`src/rtl/lc3_microsequencer_if.sv`:
```
`default_nettype none
// ============================================================================
// Module   : lc3_microsequencer_if
// Brief    : Control-store fields, datapath status and sequencer outputs.
// Revision : 1.0 - initial release
// ============================================================================
interface lc3_microsequencer_if #(
    parameter int ADDR_W = 6
);
    logic [ADDR_W-1:0] i_J;
    logic [2:0]        i_COND;
    logic              i_IRD;
    logic              i_LD_BEN;
    logic [15:0]       i_IR;
    logic              i_N;
    logic              i_Z;
    logic              i_P;
    logic              i_R;
    logic              i_INT;
    logic              i_PSR15;
    logic [ADDR_W-1:0] o_state_addr;
    logic              o_cs_en;
    logic              o_BEN;
    logic              o_mem_timeout;

    // The sequencer side owns the address and status outputs.
    modport master (
        input  i_J, i_COND, i_IRD, i_LD_BEN, i_IR,
        input  i_N, i_Z, i_P, i_R, i_INT, i_PSR15,
        output o_state_addr, o_cs_en, o_BEN, o_mem_timeout
    );

    // The control store / datapath side supplies fields and status.
    modport slave (
        output i_J, i_COND, i_IRD, i_LD_BEN, i_IR,
        output i_N, i_Z, i_P, i_R, i_INT, i_PSR15,
        input  o_state_addr, o_cs_en, o_BEN, o_mem_timeout
    );
endinterface
`default_nettype wire

```
`src/rtl/lc3_microsequencer.sv`:
```
`default_nettype none
// ============================================================================
// Module   : lc3_microsequencer
// Brief    : LC-3 microstate register, next-state select, BEN and memory watchdog.
// Revision : 1.0 - initial release
// ============================================================================
module lc3_microsequencer #(
    parameter int ADDR_W      = 6,
    parameter int RESET_STATE = 18,
    parameter int MAX_WAIT    = 255,
    parameter int WAIT_W      = 8
) (
    input  wire                   i_CLK,
    input  wire                   i_RST,
    lc3_microsequencer_if.master  bus
);
    localparam logic [ADDR_W-1:0] c_reset_state = ADDR_W'(RESET_STATE);
    localparam logic [WAIT_W-1:0] c_max_wait    = WAIT_W'(MAX_WAIT);
    localparam logic [WAIT_W-1:0] c_max_wait_m1 = WAIT_W'(MAX_WAIT - 1);

    localparam logic [2:0] c_cond_none = 3'b000;
    localparam logic [2:0] c_cond_rdy  = 3'b001;
    localparam logic [2:0] c_cond_ben  = 3'b010;
    localparam logic [2:0] c_cond_ir11 = 3'b011;
    localparam logic [2:0] c_cond_psr  = 3'b100;
    localparam logic [2:0] c_cond_int  = 3'b101;

    logic [ADDR_W-1:0] r_state;
    logic              r_cs_en;
    logic              r_ben;
    logic              r_timeout;
    logic [WAIT_W-1:0] r_wait_cnt;

    logic [ADDR_W-1:0] w_or_mask;
    logic [ADDR_W-1:0] w_next;
    logic              w_wait;
    logic              w_ben_new;

    always_comb begin
        w_or_mask = '0;
        case (bus.i_COND)
            c_cond_none: w_or_mask = '0;
            c_cond_rdy:  w_or_mask[1] = bus.i_R;
            c_cond_ben:  w_or_mask[2] = r_ben;
            c_cond_ir11: w_or_mask[0] = bus.i_IR[11];
            c_cond_psr:  w_or_mask[3] = bus.i_PSR15;
            c_cond_int:  w_or_mask[4] = bus.i_INT;
            default:     w_or_mask = '0;
        endcase
    end

    always_comb begin
        w_next = bus.i_J | w_or_mask;
        if (bus.i_IRD) begin
            w_next = {{(ADDR_W-4){1'b0}}, bus.i_IR[15:12]};
        end
    end

    assign w_wait    = r_cs_en & ~bus.i_IRD & (bus.i_COND == c_cond_rdy) & ~bus.i_R;
    assign w_ben_new = (bus.i_IR[11] & bus.i_N) | (bus.i_IR[10] & bus.i_Z) |
                       (bus.i_IR[9] & bus.i_P);

    always_ff @(posedge i_CLK or posedge i_RST) begin
        if (i_RST) begin
            r_state <= c_reset_state;
            r_cs_en <= 1'b0;
        end else begin
            r_cs_en <= 1'b1;
            if (r_cs_en) begin
                r_state <= w_next;
            end
        end
    end

    always_ff @(posedge i_CLK or posedge i_RST) begin
        if (i_RST) begin
            r_ben <= 1'b0;
        end else if (bus.i_LD_BEN) begin
            r_ben <= w_ben_new;
        end
    end

    // The watchdog only observes; a stuck memory still leaves the FSM waiting.
    always_ff @(posedge i_CLK or posedge i_RST) begin
        if (i_RST) begin
            r_wait_cnt <= '0;
            r_timeout  <= 1'b0;
        end else if (r_cs_en) begin
            if (w_wait) begin
                if (r_wait_cnt != c_max_wait) begin
                    r_wait_cnt <= r_wait_cnt + 1'b1;
                end
                if (r_wait_cnt == c_max_wait_m1) begin
                    r_timeout <= 1'b1;
                end
            end else begin
                r_wait_cnt <= '0;
            end
        end
    end

    assign bus.o_state_addr  = r_state;
    assign bus.o_cs_en       = r_cs_en;
    assign bus.o_BEN         = r_ben;
    assign bus.o_mem_timeout = r_timeout;

    wire w_unused = &{1'b0, bus.i_IR[8:0]};
endmodule
`default_nettype wire
```
`src/flat_wrapper.sv`:
```
// flat-port wrapper written by rule: the top's interface ports become plain ports
module lc3_microsequencer_flat 
#(
    parameter int ADDR_W      = 6,
    parameter int RESET_STATE = 18,
    parameter int MAX_WAIT    = 255,
    parameter int WAIT_W      = 8
)
  (i_CLK, i_RST, bus_i_J, bus_i_COND, bus_i_IRD, bus_i_LD_BEN, bus_i_IR, bus_i_N, bus_i_Z, bus_i_P, bus_i_R, bus_i_INT, bus_i_PSR15, bus_o_state_addr, bus_o_cs_en, bus_o_BEN, bus_o_mem_timeout);
  lc3_microsequencer_if #(.ADDR_W(ADDR_W)) bus_i ();
  input  wire i_CLK;
  input  wire i_RST;
  input wire logic [$bits(bus_i.i_J)-1:0] bus_i_J;
  input wire logic [$bits(bus_i.i_COND)-1:0] bus_i_COND;
  input wire logic [$bits(bus_i.i_IRD)-1:0] bus_i_IRD;
  input wire logic [$bits(bus_i.i_LD_BEN)-1:0] bus_i_LD_BEN;
  input wire logic [$bits(bus_i.i_IR)-1:0] bus_i_IR;
  input wire logic [$bits(bus_i.i_N)-1:0] bus_i_N;
  input wire logic [$bits(bus_i.i_Z)-1:0] bus_i_Z;
  input wire logic [$bits(bus_i.i_P)-1:0] bus_i_P;
  input wire logic [$bits(bus_i.i_R)-1:0] bus_i_R;
  input wire logic [$bits(bus_i.i_INT)-1:0] bus_i_INT;
  input wire logic [$bits(bus_i.i_PSR15)-1:0] bus_i_PSR15;
  output wire logic [$bits(bus_i.o_state_addr)-1:0] bus_o_state_addr;
  output wire logic [$bits(bus_i.o_cs_en)-1:0] bus_o_cs_en;
  output wire logic [$bits(bus_i.o_BEN)-1:0] bus_o_BEN;
  output wire logic [$bits(bus_i.o_mem_timeout)-1:0] bus_o_mem_timeout;
  assign bus_i.i_J = bus_i_J;
  assign bus_i.i_COND = bus_i_COND;
  assign bus_i.i_IRD = bus_i_IRD;
  assign bus_i.i_LD_BEN = bus_i_LD_BEN;
  assign bus_i.i_IR = bus_i_IR;
  assign bus_i.i_N = bus_i_N;
  assign bus_i.i_Z = bus_i_Z;
  assign bus_i.i_P = bus_i_P;
  assign bus_i.i_R = bus_i_R;
  assign bus_i.i_INT = bus_i_INT;
  assign bus_i.i_PSR15 = bus_i_PSR15;
  assign bus_o_state_addr = bus_i.o_state_addr;
  assign bus_o_cs_en = bus_i.o_cs_en;
  assign bus_o_BEN = bus_i.o_BEN;
  assign bus_o_mem_timeout = bus_i.o_mem_timeout;
  lc3_microsequencer #(.ADDR_W(ADDR_W), .RESET_STATE(RESET_STATE), .MAX_WAIT(MAX_WAIT), .WAIT_W(WAIT_W)) u_core (.i_CLK(i_CLK), .i_RST(i_RST), .bus(bus_i));
endmodule
```
`config.mk`:
```
export PLATFORM = sky130hd
export DESIGN_NAME = lc3_microsequencer_flat
export DESIGN_NICKNAME = d
export VERILOG_FILES = /design/src/rtl/lc3_microsequencer_if.sv /design/src/rtl/lc3_microsequencer.sv /design/src/flat_wrapper.sv
export SDC_FILE = /design/constraint.sdc
export NUM_CORES = 1
export LEC_CHECK = 0
export ABC_AREA = 1
export CAP_MARGIN = 20
export CORE_MARGIN = 8
export CORE_UTILIZATION = 43
export CTS_BUF_LIST = sky130_fd_sc_hd__clkbuf_4
export CTS_CLUSTER_SIZE = 40
export DETAILED_ROUTE_END_ITERATION = 10
export PLACE_DENSITY = 0.86
export SLEW_MARGIN = 25
export SYNTH_ARGS = -nofsm -noshare
export SYNTH_HDL_FRONTEND = slang
export SYNTH_SLANG_ARGS = --single-unit
```
`constraint.sdc`:
```
create_clock -name i_CLK -period 1.42 [get_ports i_CLK]
set_input_delay 0.355 -clock i_CLK [delete_from_list [all_inputs] [get_ports i_CLK]]
set_output_delay 0.355 -clock i_CLK [all_outputs]
set_load 0.05 [all_outputs]
```
==> Word level (Yosys, flattened, before mapping) <==
Cells that the tools add are included.
{ "word_totals": {"register_bits": 17, "latch_bits": 0, "mem_bits_rw": 0, "mem_bits_ro": 0, "input_bits": 35, "output_inout_bits": 9, "memories": 0} }
{ "classes": {"addsub": 1, "multipliers": 0, "n_div": 0, "magnitude_cmp": 0, "n_eq_ne": 8, "shift": 0, "n_mux": 8, "bitwise": 11, "reduce_logical": 2} }
{ "ops": {"columns": ["cell", "count"], "rows": [
  ["2-to-1 mux 8 bit", 2],
  ["adder 8 x 1 -> 8 bit, second input constant", 1],
  ["== test 8 bit, second input constant", 1],
  ["!= test 8 bit, second input constant", 1],
  ["AND 1 bit", 6],
  ["== test 3 x 2 -> 1 bit, second input constant", 2],
  ["== test 3 bit, second input constant", 2],
  ["2-to-1 mux 6 bit", 1],
  ["bitwise OR 6 x 5 -> 6 bit", 1],
  ["2-to-1 mux 1 bit", 5],
  ["== test 3 x 1 -> 1 bit, second input constant", 1],
  ["AND reduction 3 bit", 1],
  ["!= test 2 bit, second input constant", 1],
  ["NOT 1 bit", 2],
  ["bitwise OR 1 bit", 2],
  ["AND reduction 2 bit", 1]
]} }

==> Depth between registers and ports, before layout <==
Gate-level depths: netlist of the first run.
{ "depth": {"depth_word": 6, "ltp_mapped": 8, "ltp_nobuf": 8} }

==> Worst setup path before layout of the first run <==
OpenSTA, ideal clock, no wires.
{ "synth_path": {"path_kind": "reg2reg", "from": "reg u_core.r_cs_en, in the netlist u_core.bus.o_cs_en", "to": "reg u_core.r_wait_cnt[5]", "setup_ns": 0.065, "arrival_time_ns": 1.339, "t_required_ns": 1.355, "setup_slack_ns": 0.016, "path_stages_with_launch": 8, "path_buffers": 1, "cell_sequence": "dfrtp_1 > clkbuf_8 > nand3b_4 > inv_1 > nand2_1 > nor2_2 > nand2_1 > nand2_1"} }
{ "synth_between": {"elab_chain_len": 5, "word_cells_on_any_way": 6, "cone_classes": "1 x eq/ne; 1 x mux; 3 x bitwise; 1 x reduce/logical"} }
{ "synth_lines": {"columns": ["element", "line", "text"], "rows": [
  ["from (decl)", "lc3_microsequencer.sv:29", "logic r_cs_en;"],
  ["from (signal assigned)", "lc3_microsequencer.sv:66", "r_cs_en <= 1'b0;"],
  ["from (signal assigned)", "lc3_microsequencer.sv:68", "r_cs_en <= 1'b1;"],
  ["AND 1 bit (3 in series)", "lc3_microsequencer.sv:59", "assign w_wait = r_cs_en & ~bus.i_IRD & (bus.i_COND == c_cond_rdy) & ~bus.i_R;"],
  ["!= test 2 bit (no source line)", null, null],
  ["AND reduction 2 bit (no source line)", null, null],
  ["to (signal assigned)", "lc3_microsequencer.sv:91", "r_wait_cnt <= r_wait_cnt + 1'b1;"],
  ["to (decl)", "lc3_microsequencer.sv:32", "logic [WAIT_W-1:0] r_wait_cnt;"]
]} }
Parallel ways exist; a longest one is shown, timed or not.
A chain may end at the register's enable or synchronous reset.

==> Final worst setup path of the first run <==
{ "layout_path": {"from": "reg u_core.r_state[1], in the netlist u_core.bus.o_state_addr[1]", "to": "out bus_o_state_addr[1]"} }
{ "layout_lines": {"columns": ["element", "line", "text"], "rows": [
  ["from (decl)", "lc3_microsequencer.sv:28", "logic [ADDR_W-1:0] r_state;"],
  ["from (signal assigned)", "lc3_microsequencer.sv:65", "r_state <= c_reset_state;"],
  ["from (signal assigned)", "lc3_microsequencer.sv:70", "r_state <= w_next;"],
  ["to (decl)", "flat_wrapper.sv:24", "output wire logic [$bits(bus_i.o_state_addr)-1:0] bus_o_state_addr;"]
]} }
No word-level cell between the ends.

==> results of run 1 <==
cell families (layout without fill, tap and decap cells):
group / count (synthesis) / count (layout) / synth area share
AO/OA/AOI/OAI: 13 / 13 / 0.0721
XOR/XNOR: 1 / 1 / 0.00870
adder cells (fa/ha/maj): 2 / 2 / 0.0248
buffers and inverters: 18 / 66 / 0.0770
flip-flops: 17 / 17 / 0.425
other: 1 / 1 / 0.00372
AND/OR/NAND/NOR: 84 / 84 / 0.389
repair_timing:
action	CTS	global route
resized for setup	0	1
setup buffers	0	1
setup endpoints to repair	0	2
layout make-up:
cell class,instances,area [µm²],area share
sequential,17,428,0.272
timing repair buffer,45,513,0.326
inverter,17,63.8,0.0405
tap,28,35.0,0.0223
multi-input combinational,101,504,0.320
clock buffer,4,30.0,0.0191
per-stage QoR:
step	total power, µW	hold WS [ps]	worst slack [ps]
after floorplan	672	280	16.2
after detailed placement	884	514	-178
after global routing	1190	388	0.123
after CTS	1160	368	56.2
after global placement	877	499	-167
final	1150	365	62.3
flip-flops by register name (all words and copies together) (netlist names):
register / cells
u_core.bus.o_BEN: 1
u_core.r_wait_cnt: 8
u_core.bus.o_mem_timeout: 1
u_core.bus.o_state_addr: 6
u_core.bus.o_cs_en: 1
layer usage:
layer	part of all wire	global-route usage	wire (µm)
met1	0.43	0.150	1130
met2	0.47	0.221	1240
met3	0.090	0.0627	236
met4	0.0080	0.0409	21
met5	0	0	0
final timing paths:
check | start | to | slack, ps | depth (start not counted)
setup / recovery | u_core.bus.o_state_addr[1] | bus_o_state_addr[1] | 60 | 1
hold / removal | i_RST | u_core.r_wait_cnt[3] | 370 | 3
setup reg to reg | u_core.r_wait_cnt[1] | u_core.r_wait_cnt[0] | 120 | 6
hold reg to reg | u_core.r_wait_cnt[6] | u_core.r_wait_cnt[6] | 530 | 2
max in group asynchronous | i_RST | u_core.bus.o_state_addr[1] | 800 | 3
min in group i_CLK | u_core.r_wait_cnt[6] | u_core.r_wait_cnt[6] | 530 | 2
where the power goes:
group | internal [µW] | switching, µW | leakage, µW
clock | 128 | 148 | 0.0000184
combinational | 180 | 154 | 0.000574
sequential | 511 | 29.1 | 0.000218
total | 819 | 331 | 0.000810
layout by cell type (no fill, tap or decap), types with 2 or more instances in the layout:
cell,count
ha_1,2
nor2_1,12
nor2_4,2
dfstp_2,2
buf_4,11
inv_1,15
or2_2,2
nand2_1,49
clkbuf_4,4
clkdlybuf4s50_1,25
nand3b_1,3
buf_12,9
nor2_2,2
nand2_2,2
dfrtp_1,15
nand3_1,8
o21ai_0,9
inv_2,2
==> reports/metrics.yaml, run 1 <==
floorplanning:
  die_h_um: 64.4
  die_area_um2: 4150
  num_io_pins: 44
  fp.dieW_um: 64.4
  initial_core_util: 0.455
  num_rows: 17
  core_area_um2: 2210
global_routing:
  overflow: 0
  grt_pass1_wl_mm: 4.64
  grt_pass1_vias: 1151
  track_usage: 0.134
  antenna_found_initial: 0
  grt_max_degree: 18
critical_path:
  crit_arrival_ps: 1000
  crit_chain: "buf_12"
  worstSetupPathType: "flip-flop to output pin"
  required_ps: 1070
  cp_top_family: "flip-flops"
  start_kind: "flip-flop"
  critPathMaxFanout: 2
  max_stage_delay_ps: 580
  crit_path_end_kind: "output pin"
  slowest_stage: "dfstp_2"
  critPathBufInv: 1
place:
  placed_cells: 207
  place_hpwl_mm: 2.22
  gp_congestion: 0.826
  placed_cell_area_um2: 1530
  io_buffers: 34
run:
  maxCapViolations: 0
synth:
  synth-edff-count: 0
  syn_area_um2: 1010
  synth.distinct_cells: 25
  seq_area_frac_synth: 0.425
  yosysMostFrequentCell: "nand2_1"
  yosysTopAreaCell: "dfrtp_1"
  synth_area_leaders: "dfrtp_1 37%, nand2_1 18%, inv_1 5.6%"
  async_reset_ff_frac: 1.00
  syn_inst: 136
  synth_top_area_frac: 0.373
  ys_ff_latch: 17
  synthFlopType: "dfrtp_1"
  synth.top_cells.by_count: "49 x nand2_1, 15 x dfrtp_1, 15 x inv_1"
  synth_nets: 173
  syn_area_per_cell_um2: 7.41
  yosysWarnings: 0
clock_tree:
  cts_buffers: 3
  clk_pin_slew_ps: 100
  cts_tree: "done"
  clock-sinks: 17
  cts.htree.levels: 1
  clock_latency_ps: 290
  cts_root_buffer: "clkbuf_4"
  clockBufferDepth: 2
  hold_buffers: 0
timing:
  finalSetupViolations: 0
  tns_ps: 0
  report.final.hold_viol_count: 0
  fin_crit_sh: 0.956
  skew_ps: 3.06
  slew_viol_final: 0
  period_minus_slack_ps: 1360
  rsz0062_at_grt: "false"
  fmaxAchievable_mhz: 737
pwr:
  powerDensity_nw_per_um2: 730
  p_leak_uw: 0.000810
  ir_worst_vdd_mv: 0.532
layout:
  drive_gt1_frac: 0.207
  fillCellCount: 182
  diodes: 0
  areaGrowthSynthToFinish_pct: 56.3
  fin_area_um2: 1570
  nets: 222
  final_cell_count_no_fill: 212
  fin_util: 0.712
outcome:
  status: "finished, final reports clean"
route:
  route.detailed.drc: 0
  dr.pass1.iters: 4
  wl_per_cell_um: 12.4
  dr.first_iter.drc_count: 79
  antenna_left: 0
  viasPerCell: 4.87
  vias: 1033
  wl_mm: 2.62
worst_hold_path:
  hp-class: "input pin to async pin"
(Power assumes the default switching activity.)
==> run 2: changes to the inputs <==
CORE_MARGIN = 1   (was 8)
==> reports/metrics.yaml, run 2 (same netlist as run 1, synthesis figures left out) <==
global_routing:
  overflow: 0  # unchanged
  grt_pass1_wl_mm: 4.43  # -4.5%
  track_usage: 0.232  # +0.0974
  grt_max_degree: 18  # unchanged
  antenna_found_initial: 0  # unchanged
  grt_pass1_vias: 1063  # -7.6%
route:
  dr.first_iter.drc_count: 20  # -75%
  dr.pass1.iters: 4  # unchanged
  viasPerCell: 4.98  # +2.2%
  vias: 1066  # +3.2%
  wl_mm: 2.59  # -1.5%
  route.detailed.drc: 0  # unchanged
  wl_per_cell_um: 12.1  # -2.4%
  antenna_left: 0  # unchanged
timing:
  slew_viol_final: 0  # unchanged
  whs_ps: 365  # +0.243 ps
  fin_crit_sh: 0.952  # -0.00432
  skew_ps: 3.49  # +0.435 ps
  fmaxAchievable_mhz: 740  # +0.45%
  finalSetupViolations: 0  # unchanged
  fin_ws_ps: 68.4  # +6.13 ps
  report.final.hold_viol_count: 0  # unchanged
  period_minus_slack_ps: 1350  # -6.13 ps
clock_tree:
  cts.htree.levels: 1  # unchanged
  clockBufferDepth: 2  # unchanged
  clock-sinks: 17  # unchanged
  clock_latency_ps: 290  # about the same
  cts_root_buffer: "clkbuf_4"
  clk_pin_slew_ps: 100  # about the same
  cts_buffers: 3  # unchanged
  cts_tree: "done"
floorplanning:
  core_area_um2: 2210  # unchanged
  initial_core_util: 0.455  # unchanged
  fp.dieW_um: 50.4  # -22%
  die_area_um2: 2540  # -39%
  num_io_pins: 44  # unchanged
  num_rows: 17  # unchanged
  die_h_um: 50.4  # -22%
critical_path:
  crit_path_end_kind: "output pin"
  slowest_stage: "dfstp_2"
  crit_chain: "buf_12"
  reg2reg_depth: 7  # +1
  r2r-start: "u_core.r_wait_cnt[0]"
  critPathBufInv: 1  # unchanged
  r2r_slack_ps: 100  # -20 ps
  start_kind: "flip-flop"
  cp_top_family: "flip-flops"
  max_stage_delay_ps: 570  # about the same
  crit_arrival_ps: 1000  # about the same
  critPathMaxFanout: 2  # unchanged
  r2r_end: "u_core.r_wait_cnt[6]"
  worstSetupPathType: "flip-flop to output pin"
  required_ps: 1070  # about the same
layout:
  largest_reg_flops: 8  # unchanged
  drive_gt1_frac: 0.220  # +0.0139
  areaGrowthSynthToFinish_pct: 58.6
  fillCellCount: 174  # -4.4%
  fin_area_um2: 1600  # +1.5%
  regMostFlops: "u_core.r_wait_cnt"
  final_common_cell: "nand2_1"
  nets: 224  # +0.90%
  ff_latch_area_um2: 429  # +0.29%
  diodes: 0  # unchanged
  multiInputGateArea_um2: 512  # +1.5%
  layout_common_cells: "49 x nand2_1, 25 x clkdlybuf4s50_1, 15 x inv_1"
place:
  io_buffers: 34  # unchanged
  placed_cell_area_um2: 1540  # +0.49%
  gp_congestion: 0.846  # +2.4%
  place_hpwl_mm: 2.05  # -7.6%
  dp_slack_ps: -218  # -39.9 ps
outcome:
  status: "finished, final reports clean"
run:
  maxCapViolations: 0  # unchanged
pwr:
  p_leak_uw: 0.000819  # +1.1%
  ir_worst_vdd_mv: 0.600  # +13%
  powerDensity_nw_per_um2: 729  # -0.20%
  total_power_uw: 1160  # +1.3%
worst_hold_path:
  hp-class: "input pin to async pin"
[run 2: what timing repair did]
action,in CTS,in global routing
setup buffers,1,1
setup endpoints to repair,1,5
pin swaps,0,1
resized for setup,1,2
hold buffers,0,0
[run 2: how the worst max path moves through the flow]
| stage | start | end | depth (start not counted) |
|---|---|---|---|
| 2_1_floorplan | u_core.bus.o_cs_en | u_core.r_wait_cnt[5] | 7 |
| 3_3_place_gp | bus_i_COND[0] | u_core.r_wait_cnt[0] | 7 |
| 3_5_place_dp | bus_i_COND[1] | u_core.r_wait_cnt[5] | 8 |
| 4_1_cts | u_core.bus.o_state_addr[1] | bus_o_state_addr[1] | 1 |
| 5_1_grt | u_core.r_wait_cnt[0] | u_core.r_wait_cnt[3] | 7 |
| 6_report | u_core.bus.o_state_addr[4] | bus_o_state_addr[4] | 1 |
[run 2: power by group]
group	internal, µW	switching (µW)	total, µW
Sequential	511	26.8	538
Combinational	184	164	347
Clock	128	152	280
Total	823	342	1160
[run 2: final cells by class]
type | instances | share of cell area
well taps | 28 | 0.0219
repair buffers | 47 | 0.330
inverters | 17 | 0.0399
clock buffers | 4 | 0.0188
multi-input cells | 101 | 0.320
flip-flops and latches | 17 | 0.269
[run 2: layer usage]
layer | track usage | wire length, µm | share of wire
met5 | 0 | 0 | 0
met4 | 0.0833 | 42 | 0.016
met3 | 0.0576 | 140 | 0.054
met2 | 0.427 | 1430 | 0.55
met1 | 0.253 | 976 | 0.38
[run 2: through the flow]
| stage | instances | TNS (ps) | util |
|---|---|---|---|
| after global placement | 208 | -1420 | 0.697 |
| after floorplan | 136 | 0 | - |
| after detailed placement | 208 | -2320 | 0.697 |
| final | 214 | 0 | 0.722 |
| after global routing | 214 | -21.8 | 0.722 |
| after CTS | 213 | 0 | 0.714 |
[run 2: worst reg2reg max path, delay by kind of cell (launching register included)]
family	cells	cell delay, ps
adder cells (fa/ha/maj)	1	220
flip-flops	1	410
AND/OR/NAND/NOR	6	640
